File: config.mk
export PLATFORM = sky130hd
export DESIGN_NAME = escalonador_processos
export DESIGN_NICKNAME = d
export VERILOG_FILES = /design/src/rtl/escalonador_processos.sv
export SDC_FILE = /design/constraint.sdc
export NUM_CORES = 1
export LEC_CHECK = 0
export CAP_MARGIN = 30
export CORE_AREA = 10 10 67 75
export CTS_BUF_LIST = sky130_fd_sc_hd__clkbuf_2
export DETAILED_ROUTE_END_ITERATION = 7
export DIE_AREA = 0 0 77 85
export GPL_TIMING_DRIVEN = 1
export SETUP_SLACK_MARGIN = 0.2
export SLEW_MARGIN = 20
export SYNTH_ARGS = -nofsm -noshare
export SYNTH_HDL_FRONTEND = slang
export SYNTH_SLANG_ARGS = --single-unit
File: constraint.sdc
create_clock -name clk -period 3.75 [get_ports clk]
set_input_delay 0.375 -clock clk [delete_from_list [all_inputs] [get_ports clk]]
set_output_delay 0.375 -clock clk [all_outputs]
set_load 0.02 [all_outputs]
File: src/rtl/escalonador_processos.sv
// Round-robin process scheduler: alternates between the SO/BIOS and user
// processes. It counts each process's quantum, preempts the process when the
// quantum expires, and frees the process slot on HALT. It also drives the
// context save/restore handshake with the CPU around every switch.
module escalonador_processos #(
    parameter int N_PROC  = 3,
    parameter int QUANTUM = 8,
    parameter int IDW     = 2
) (
    input  logic              clk,
    input  logic              reset,
    input  logic              start,
    input  logic [N_PROC-1:0] ready_in,
    input  logic              HALT,
    input  logic              WAIT,
    input  logic              ctx_ack,
    output logic              Sel_BIOS,
    output logic [IDW-1:0]    id_proc,
    output logic              run_en,
    output logic              ctx_save,
    output logic              ctx_restore,
    output logic              quantum_over,
    output logic              all_done,
    output logic [N_PROC-1:0] ready_mask
);

    localparam int CW = $clog2(QUANTUM);

    typedef enum logic [2:0] {
        S_SO,
        S_SEL,
        S_RESTORE,
        S_RUN,
        S_SAVE
    } state_t;

    state_t            state_q, state_nx;
    logic [IDW-1:0]    id_q, last_q, sel_id;
    logic [N_PROC-1:0] mask_q, mask_halt, rot;
    logic [CW-1:0]     cnt_q;
    logic              count_full, expiry;
    int                cand;

    // Bit j of rot is the slot j+1 places after the last selected id.
    assign rot        = N_PROC'({mask_q, mask_q} >> last_q);
    assign mask_halt  = mask_q & ~(N_PROC'(1) << (id_q - IDW'(1)));
    assign count_full = (cnt_q == CW'(QUANTUM - 1));
    assign expiry     = count_full && !WAIT;

    // Round-robin pick: the first runnable slot after the last selected id, wrapping.
    always_comb begin
        sel_id = id_q;
        cand   = 0;
        for (int j = N_PROC - 1; j >= 0; j--) begin
            if (rot[j]) begin
                cand = int'(last_q) + j + 1;
                if (cand > N_PROC) cand = cand - N_PROC;
                sel_id = IDW'(cand);
            end
        end
    end

    // Registers for the state, the current and last ids, the runnable mask and the quantum counter.
    always_ff @(posedge clk or negedge reset) begin
        if (!reset) begin
            state_q <= S_SO;
            id_q    <= '0;
            last_q  <= '0;
            mask_q  <= '0;
            cnt_q   <= '0;
        end else begin
            state_q <= state_nx;
            case (state_q)
                S_SO: begin
                    if (start && (|ready_in)) mask_q <= ready_in;
                end
                S_SEL: begin
                    id_q   <= sel_id;
                    last_q <= sel_id;
                    cnt_q  <= '0;
                end
                S_RUN: begin
                    if (HALT) begin
                        mask_q <= mask_halt;
                        if (mask_halt == '0) id_q <= '0;
                    end else if (!WAIT && !count_full) begin
                        cnt_q <= cnt_q + CW'(1);
                    end
                end
                default: ;
            endcase
        end
    end

    // Next state and Moore/Mealy outputs; HALT takes priority over quantum expiry.
    always_comb begin
        state_nx     = state_q;
        Sel_BIOS     = 1'b0;
        run_en       = 1'b0;
        ctx_save     = 1'b0;
        ctx_restore  = 1'b0;
        quantum_over = 1'b0;
        all_done     = 1'b0;
        id_proc      = id_q;
        ready_mask   = mask_q;
        case (state_q)
            S_SO: begin
                Sel_BIOS = 1'b1;
                if (start && (|ready_in)) state_nx = S_SEL;
            end
            S_SEL: begin
                id_proc  = sel_id;
                state_nx = S_RESTORE;
            end
            S_RESTORE: begin
                ctx_restore = 1'b1;
                if (ctx_ack) state_nx = S_RUN;
            end
            S_RUN: begin
                run_en = 1'b1;
                if (HALT) begin
                    if (mask_halt == '0) begin
                        all_done = 1'b1;
                        state_nx = S_SO;
                    end else begin
                        state_nx = S_SEL;
                    end
                end else if (expiry) begin
                    quantum_over = 1'b1;
                    state_nx     = S_SAVE;
                end
            end
            S_SAVE: begin
                ctx_save = 1'b1;
                if (ctx_ack) state_nx = S_SEL;
            end
            default: state_nx = S_SO;
        endcase
    end

endmodule

; ---- Word-level counts from Yosys, hierarchy flattened
; Index checks and enable logic that the tools add are counted.
[op_classes]
n_addsub = 9
magnitude_cmp = 3
eq_ne = 13
shift = 2
muxes = 33
bitwise = 2
reduce_logical = 14
[ops]
columns = op, count
row1 = $mux W3, 9
row2 = $mux W2, 9
row3 = $pmux W3 S5, 1
row4 = $ne A2 B2 Y1 const B, 7
row5 = $pmux W3 S2, 2
row6 = $mux W1, 11
row7 = $reduce_and A3 Y1, 3
row8 = $add A3 B1 Y4 const B, 2
row9 = $gt A4 B2 Y1 const B, 2
row10 = $eq A3 B2 Y1 const B, 2
row11 = $eq A3 B3 Y1 const B, 2
row12 = $logic_not A3 Y1, 2
row13 = $shr A6 B2 Y3, 1
row14 = $sub A2 B2 Y2 const B, 3
row15 = $pmux W2 S2, 1
row16 = $reduce_and A4 Y1, 1
row17 = $reduce_bool A2 Y1, 2
row18 = $add A2 B1 Y3 const B, 1
row19 = $add A2 B2 Y3 const B, 1
row20 = $add A3 B1 Y3 const B, 1
row21 = $and A3 B3 Y3, 1
row22 = $eq A3 B1 Y1 const B, 1
row23 = $gt A3 B2 Y1 const B, 1
row24 = $logic_and A1 B1 Y1, 3
row25 = 6 further kinds, 7
[totals]
ff_bits = 13
inputBits = 9
out_inout_bits = 11
wordCells = 81

; ---- Depth between registers and ports, before layout
; Gate-level depths: netlist of the first run.
[logic_depth]
ltp_word = 8
ltp_mapped = 7
mapped_depth_nobuf = 6

; ---- Worst setup path before layout of the first run
; No wires, ideal clock.
[synth_timing]
path_kind = reg-to-output
start = register last_q[0]
end = output port id_proc[1]
arrival_ns = 1.842
required_ns = 3.375
slack_ns = 1.533
path_stages_with_launch = 8
n_path_buf = 1
cell_sequence = dfrtp_1 -> buf_2 -> inv_1 -> ha_1 -> nor2b_1 -> a22oi_2 -> nand2_1 -> o211ai_1
[synth_via]
elab_chain_len = 8
elab_cells_between_ends = 18
cone_classes = 7 x add/sub / 3 x order compare / 1 x shift / 7 x mux
[synth_lines]
columns = element, line_no
row1 = "start, declared", 38  ; logic [IDW-1:0] id_q, last_q, sel_id;
row2 = "start signal, assigned", 79  ; last_q <= sel_id;
row3 = $add A2 B2 Y3, 56  ; cand = int'(last_q) + j + 1;
row4 = $add A3 B1 Y4, 56
row5 = $gt A4 B2 Y1 or $sub A2 B2 Y2 (tied branches), 57  ; if (cand > N_PROC) cand = cand - N_PROC;
row6 = $mux W2, 57
row7 = $mux W2 (2 in a row), 55  ; if (rot[j]) begin
row8 = $mux W2 *, 55
row9 = $mux W2 *, 106  ; case (state_q)
row10 = "end, declared", 18  ; output logic [IDW-1:0] id_proc,
; Mark *: on every way between the ends. The rest lies on a longest branch, timed or not.

; ---- Worst setup path in the final report of the first run
[layout_timing]
start = register last_q[0]
end = output port id_proc[0]
; The elaborated chain is that of the path after synthesis.

==> flow_metrics.env, run 1 <==
export IMPL_total_leakage_power_uw=0.000581
export IMPL_layout_stage_area_growth_over_the_synthesis_result_pct=18.7
export IMPL_share_of_the_clock_period_used_by_the_worst_path_after_layout_pct=84.2
export IMPL_numPortBuffers=19
export IMPL_globalplace_congestion=0.738
export IMPL_setup_ws_ns=0.592
export IMPL_irDropWorstVdd_mv=0.281
export IMPL_syn_cell_area_sq_um=1200
export IMPL_final_layout_size_suffix_gt1_share_pct=7.24
export IMPL_globalRouteTotalUtil_pct=9.44
export IMPL_area_of_the_die_sq_um=6550
export IMPL_kind_of_end_point_of_the_critical_path="primary output"
export IMPL_result_of_the_run="completed"
export IMPL_synth_top_flop_cell="dfrtp_1"
export IMPL_fin_skew_ns=0.0107
export IMPL_tritoncts="yes"
export IMPL_setup_worst_path_start="last_q[0]"
export IMPL_cts_made_buffers=3
export IMPL_netlist_instances=138
export IMPL_postCtsSetupBuffers=0
export IMPL_power_uw=1300
export IMPL_final_hold_worst_slack_ns=0.470
export IMPL_critPathRequiredTime_ns=3.38
export IMPL_wl_per_cell_um=15.1
export IMPL_postSynthRegisterBits=13
export IMPL_route_antenna_remaining_nets=0
export IMPL_route_final_wire_length_um=3040
export IMPL_core_region_area_sq_um=3540
export IMPL_tightestPinTransition_ns=0.635
export IMPL_clkSlewWorstSetupHoldPaths_ns=0.14
export IMPL_worst_setup_path_type="flip-flop to primary output"
export IMPL_worst_ep_arrival_time_ns=2.78
export IMPL_grt_overflow_total=0
export IMPL_post_cts_hold_buffer_count=0
export IMPL_finalNetCount=168
export IMPL_root_buffer_master="clkbuf_2"
export IMPL_detailroute_via_count=1094
export IMPL_synth_net_count=153
export IMPL_antenna_cells=0
export IMPL_clock_insertion_delay_worst_skew_ns=0.28
export IMPL_clock_path_buffers=2
export IMPL_mean_instance_size_in_the_synthesized_netlist_sq_um=8.73
export IMPL_design_portCount=20
export IMPL_dp_worst_setup_slack_ns=0.922
export IMPL_initial_antenna_violation_count=0
export IMPL_seq_area_frac_synth_pct=27.0
export IMPL_largest_net_degree_at_the_start_of_global_routing=18
export IMPL_floorplan_initialDensity_pct=34.0
export IMPL_die_h_um=85
export IMPL_rows=23
export IMPL_r2r_start="last_q[0]"
export IMPL_post_synth_edffs=0
export IMPL_final_fill_count=375
export IMPL_timing_final_max_slew_violations=0
export IMPL_async_flop_share_pct=100
export IMPL_cts_resized=0
export IMPL_power_per_cell_area_nw_per_um2=908
export IMPL_drtPass1Iterations=4
export IMPL_detailed_placement_wirelength_estimate_um=2400
export IMPL_fmax_mhz=317
export IMPL_critical_path_startpoint_type="flip-flop"
export IMPL_route_detailed_vias_per_inst=5.42
export IMPL_htreeDepth=1
export IMPL_ys_types=41
export IMPL_rsz0062_at_grt="false"
export IMPL_finalSetupViolations=0
export IMPL_grt_pass1_vias=1186
export IMPL_cap_violations=0
export IMPL_hold_violations=0
export IMPL_clock_sink_count=13
export IMPL_initialDrtViolationCount=35
export IMPL_drc_errors=0
export IMPL_critical_path_max_fanout=17
export IMPL_worst_hold_path_type="input port to async pin"
export IMPL_global_route_wire_length_before_repair_um=5400
export IMPL_period_needed_ns=3.16
export IMPL_die_width_um=77
export IMPL_max_slew_margin_rel_pct=57.6
export IMPL_finalSetupTns_ns=0
export IMPL_ys_warn_count=0
## state kept, by name, summed over array words and instances (netlist names)
signal / count
id_q: 2
last_q: 2
ready_mask: 3
cnt_q: 3
state_q: 3
## cells in the final DEF, fill, tap and decap left out, types with 3 or more instances in the layout
cell | Yosys | routed
clkdlybuf4s50_1 | 0 | 19
dfrtp_1 | 13 | 13
inv_1 | 9 | 9
nand2_1 | 7 | 7
nand3_1 | 7 | 7
nor2_1 | 6 | 6
and2_1 | 6 | 6
nand2b_1 | 6 | 6
nor3b_1 | 6 | 6
o221ai_1 | 6 | 6
ha_1 | 6 | 6
o211ai_1 | 5 | 5
o21ai_0 | 5 | 5
a22o_1 | 5 | 5
nor2b_1 | 4 | 4
o31ai_1 | 4 | 4
a21oi_1 | 4 | 4
clkbuf_2 | 0 | 4
o32ai_1 | 3 | 3
## critical path, stage by stage (launching register included)
cell and delay, ns:
dfrtp_1 0.64, inv_1 0.16, ha_1 0.37, and2_1 0.18
o221ai_1 0.17, o211ai_1 0.18, o211ai_1 0.14, clkdlybuf4s50_1 0.65
## metal layers
metal | routed length [um] | vias to the layer above | global-route usage, %
met5 | 0 | - | 0
met4 | 30 | 0 | 2.99
met3 | 121 | 4 | 2.00
met2 | 1590 | 19 | 18.1
met1 | 1300 | 522 | 9.97
li1 | - | 549 | -
## stage by stage
step / area (sq um) / util, % / instances
after global placement: 1410 / 39.8 / 198
after floorplan: 1200 / - / 138
final: 1430 / 40.4 / 202
after global routing: 1430 / 40.4 / 202
after detailed placement: 1410 / 39.8 / 198
after CTS: 1430 / 40.4 / 202
## logic make-up (layout without fill, tap and decap cells)
kind of cell             Yosys count  count (layout)  synth area share [%]
AND/OR/NAND/NOR                   52              52                  25.4
AO/OA/AOI/OAI                     45              45                  30.3
buffers and inverters             18              32                  6.75
flip-flops                        13              13                  27.0
adder cells (fa/ha/maj)            6               6                  6.23
multiplexers                       4               4                  4.26
## synth_stat cells (all sizes together) (2+ instances only)
library cell  instances  share of area (%)
buf                   6                3.0
mux2                  3                3.4
o21ai                 5                2.1
nand2b                6                3.1
nand3                 7                2.9
and2                  6                3.1
and3b                 2                1.5
o21bai                2                1.2
o32ai                 3                2.2
o211ai                5                3.1
nor2                  6                1.9
o31ai                 4                2.5
ha                    6                6.2
nand2                 7                2.2
nor3                  2               0.83
a22o                  5                3.6
dfrtp                13                 27
nor2b                 4                2.1
a21oi                 4                1.7
a22oi                 2                2.1
clkbuf                3               0.93
o21a                  2                1.2
inv                   9                2.8
o221ai                6                4.4
nor3b                 6                3.7
## report_power, final
group | switching [uW] | internal, uW | total (uW)
registers | 176 | 205 | 381
logic | 425 | 414 | 840
clock network | 49.2 | 28.3 | 77.5
## cell type report
type | count | area, sq um | share of cell area, %
Multi-Input combinational cell | 107 | 798 | 55.8
Sequential cell | 13 | 325 | 22.7
Timing Repair Buffer | 19 | 190 | 13.3
Tap cell | 50 | 62.6 | 4.37
Inverter | 9 | 33.8 | 2.36
Clock buffer | 4 | 20.0 | 1.40
## path summary, 6_finish.rpt
check / cells past startpoint / slack, ns / end
setup / recovery: 7 / 0.59 / id_proc[0]
hold / removal: 1 / 0.47 / ready_mask[0]
setup reg to reg: 6 / 1.68 / last_q[0]
hold reg to reg: 1 / 0.56 / cnt_q[2]
max in group asynchronous: 1 / 2.87 / last_q[0]
min in group clk: 1 / 0.56 / cnt_q[2]
Note: power is estimated with default switching activity, not from simulation.
==> run 2, diff against run 1 <==
Clock period 3.75 ns to 2.9 ns, I/O delays scaled along.
==> flow_metrics.env, run 2 (synthesis gave the netlist of run 1 again) <==
export IMPL_initialDrtViolationCount=22
export IMPL_worst_setup_path_type="flip-flop to primary output"
export IMPL_critical_path_startpoint_type="flip-flop"
export IMPL_floorplan_initialDensity_pct=34.0
export IMPL_detailroute_via_count=1110
export IMPL_clock_path_buffers=2
export IMPL_postCtsSetupBuffers=0
export IMPL_die_width_um=77
export IMPL_globalRouteTotalUtil_pct=9.76
export IMPL_largest_net_degree_at_the_start_of_global_routing=18
export IMPL_area_of_the_die_sq_um=6550
export IMPL_initial_antenna_violation_count=0
export IMPL_drtPass1Iterations=4
export IMPL_htreeDepth=1
export IMPL_numPortBuffers=19
export IMPL_worst_hold_path_type="input port to async pin"
export IMPL_route_final_wire_length_um=3150
export IMPL_result_of_the_run="completed"
export IMPL_finalNetCount=171
export IMPL_most_used_cells_in_the_layout_excluding_fill_and_tap_cells="clkdlybuf4s50_1, inv_1, dfrtp_1"
export IMPL_grt_pass1_vias=1168
export IMPL_rsz0062_at_grt="false"
export IMPL_final_layout_size_suffix_gt1_share_pct=11.6
export IMPL_max_slew_margin_rel_pct=57.6
export IMPL_tritoncts="yes"
export IMPL_finalSetupViolations=0
export IMPL_route_antenna_remaining_nets=0
export IMPL_route_detailed_vias_per_inst=5.41
export IMPL_clock_sink_count=13
export IMPL_root_buffer_master="clkbuf_2"
export IMPL_fin_skew_ns=0.00506
export IMPL_die_h_um=85
export IMPL_timing_final_max_slew_violations=0
export IMPL_mostFrequentLayoutCell="clkdlybuf4s50_1"
export IMPL_detailed_placement_wirelength_estimate_um=2440
export IMPL_tightestPinTransition_ns=0.634
export IMPL_clock_insertion_delay_worst_skew_ns=0.27
export IMPL_grt_overflow_total=0
export IMPL_clkSlewWorstSetupHoldPaths_ns=0.14
export IMPL_rows=23
export IMPL_irDropWorstVdd_mv=0.375
export IMPL_antenna_cells=0
export IMPL_globalplace_congestion=0.847
export IMPL_total_leakage_power_uw=0.000605
export IMPL_kind_of_end_point_of_the_critical_path="primary output"
export IMPL_wl_per_cell_um=15.4
export IMPL_design_portCount=20
export IMPL_post_cts_hold_buffer_count=0
export IMPL_drc_errors=0
export IMPL_critPathRequiredTime_ns=2.61
export IMPL_finalSetupTns_ns=0
export IMPL_share_of_the_clock_period_used_by_the_worst_path_after_layout_pct=87.8
export IMPL_global_route_wire_length_before_repair_um=5420
export IMPL_rrSetupSlack_ns=1.03
export IMPL_cap_violations=0
export IMPL_core_region_area_sq_um=3540
export IMPL_power_per_cell_area_nw_per_um2=1170
export IMPL_layout_stage_area_growth_over_the_synthesis_result_pct=21.1
export IMPL_power_uw=1700
export IMPL_period_needed_ns=2.55
export IMPL_hold_violations=0
export IMPL_critical_path_max_fanout=8
export IMPL_worst_ep_arrival_time_ns=2.26
export IMPL_cts_made_buffers=3
export IMPL_fmax_mhz=393
[run 2: worst max-delay path, stage by stage, from the launching register on]
cell and delay (ns):
dfrtp_1 0.49, nand2b_1 0.19, a211o_1 0.31, a21oi_1 0.21
and2_1 0.17, clkdlybuf4s50_1 0.61
[run 2: stage by stage]
step	hold slack [ns]	worst slack [ns]	instances	area, sq um	util, %
2_1_floorplan	-0.00559	0.768	138	1200	-
3_3_place_gp	0.521	0.344	201	1430	40.5
3_5_place_dp	0.525	0.290	201	1430	40.5
4_1_cts	0.400	0.115	205	1460	41.1
5_1_grt	0.411	0.228	205	1460	41.2
6_report	0.389	0.354	205	1460	41.2
[run 2: layout make-up]
type,instances,area (sq um)
clock buffers,4,20.0
fillers,357,2080
inverters,9,33.8
multi-input cells,107,798
flip-flops and latches,13,330
well taps,50,62.6
repair buffers,22,214
[run 2: path summary, 6_finish.rpt]
kind                           start    endpoint  depth (start not counted)
hold / removal                 reset  state_q[2]                          1
max in group asynchronous      reset   last_q[0]                          1
min in group clk            cnt_q[2]    cnt_q[2]                          1
setup / recovery             id_q[1]    all_done                          5
hold reg to reg             cnt_q[2]    cnt_q[2]                          1
setup reg to reg           last_q[1]   last_q[0]                          4
[run 2: where the power goes]
part	switching (uW)	total [uW]	internal [uW]
Sequential	199	470	272
Clock	62.4	99.0	36.6
Combinational	591	1130	544
Total	852	1700	852
[run 2: timing repair]
action / in CTS / in global routing
setup endpoints to repair: 2 / 1
resized for setup: 5 / 1
pin swaps: 0 / 0
[run 2: routing by layer]
layer	global-route usage, %	vias to the layer above	routed length (um)
met5	0	-	0
met4	4.49	0	68
met2	17.7	19	1590
met3	1.90	6	115
met1	10.7	532	1380
li1	-	553	-
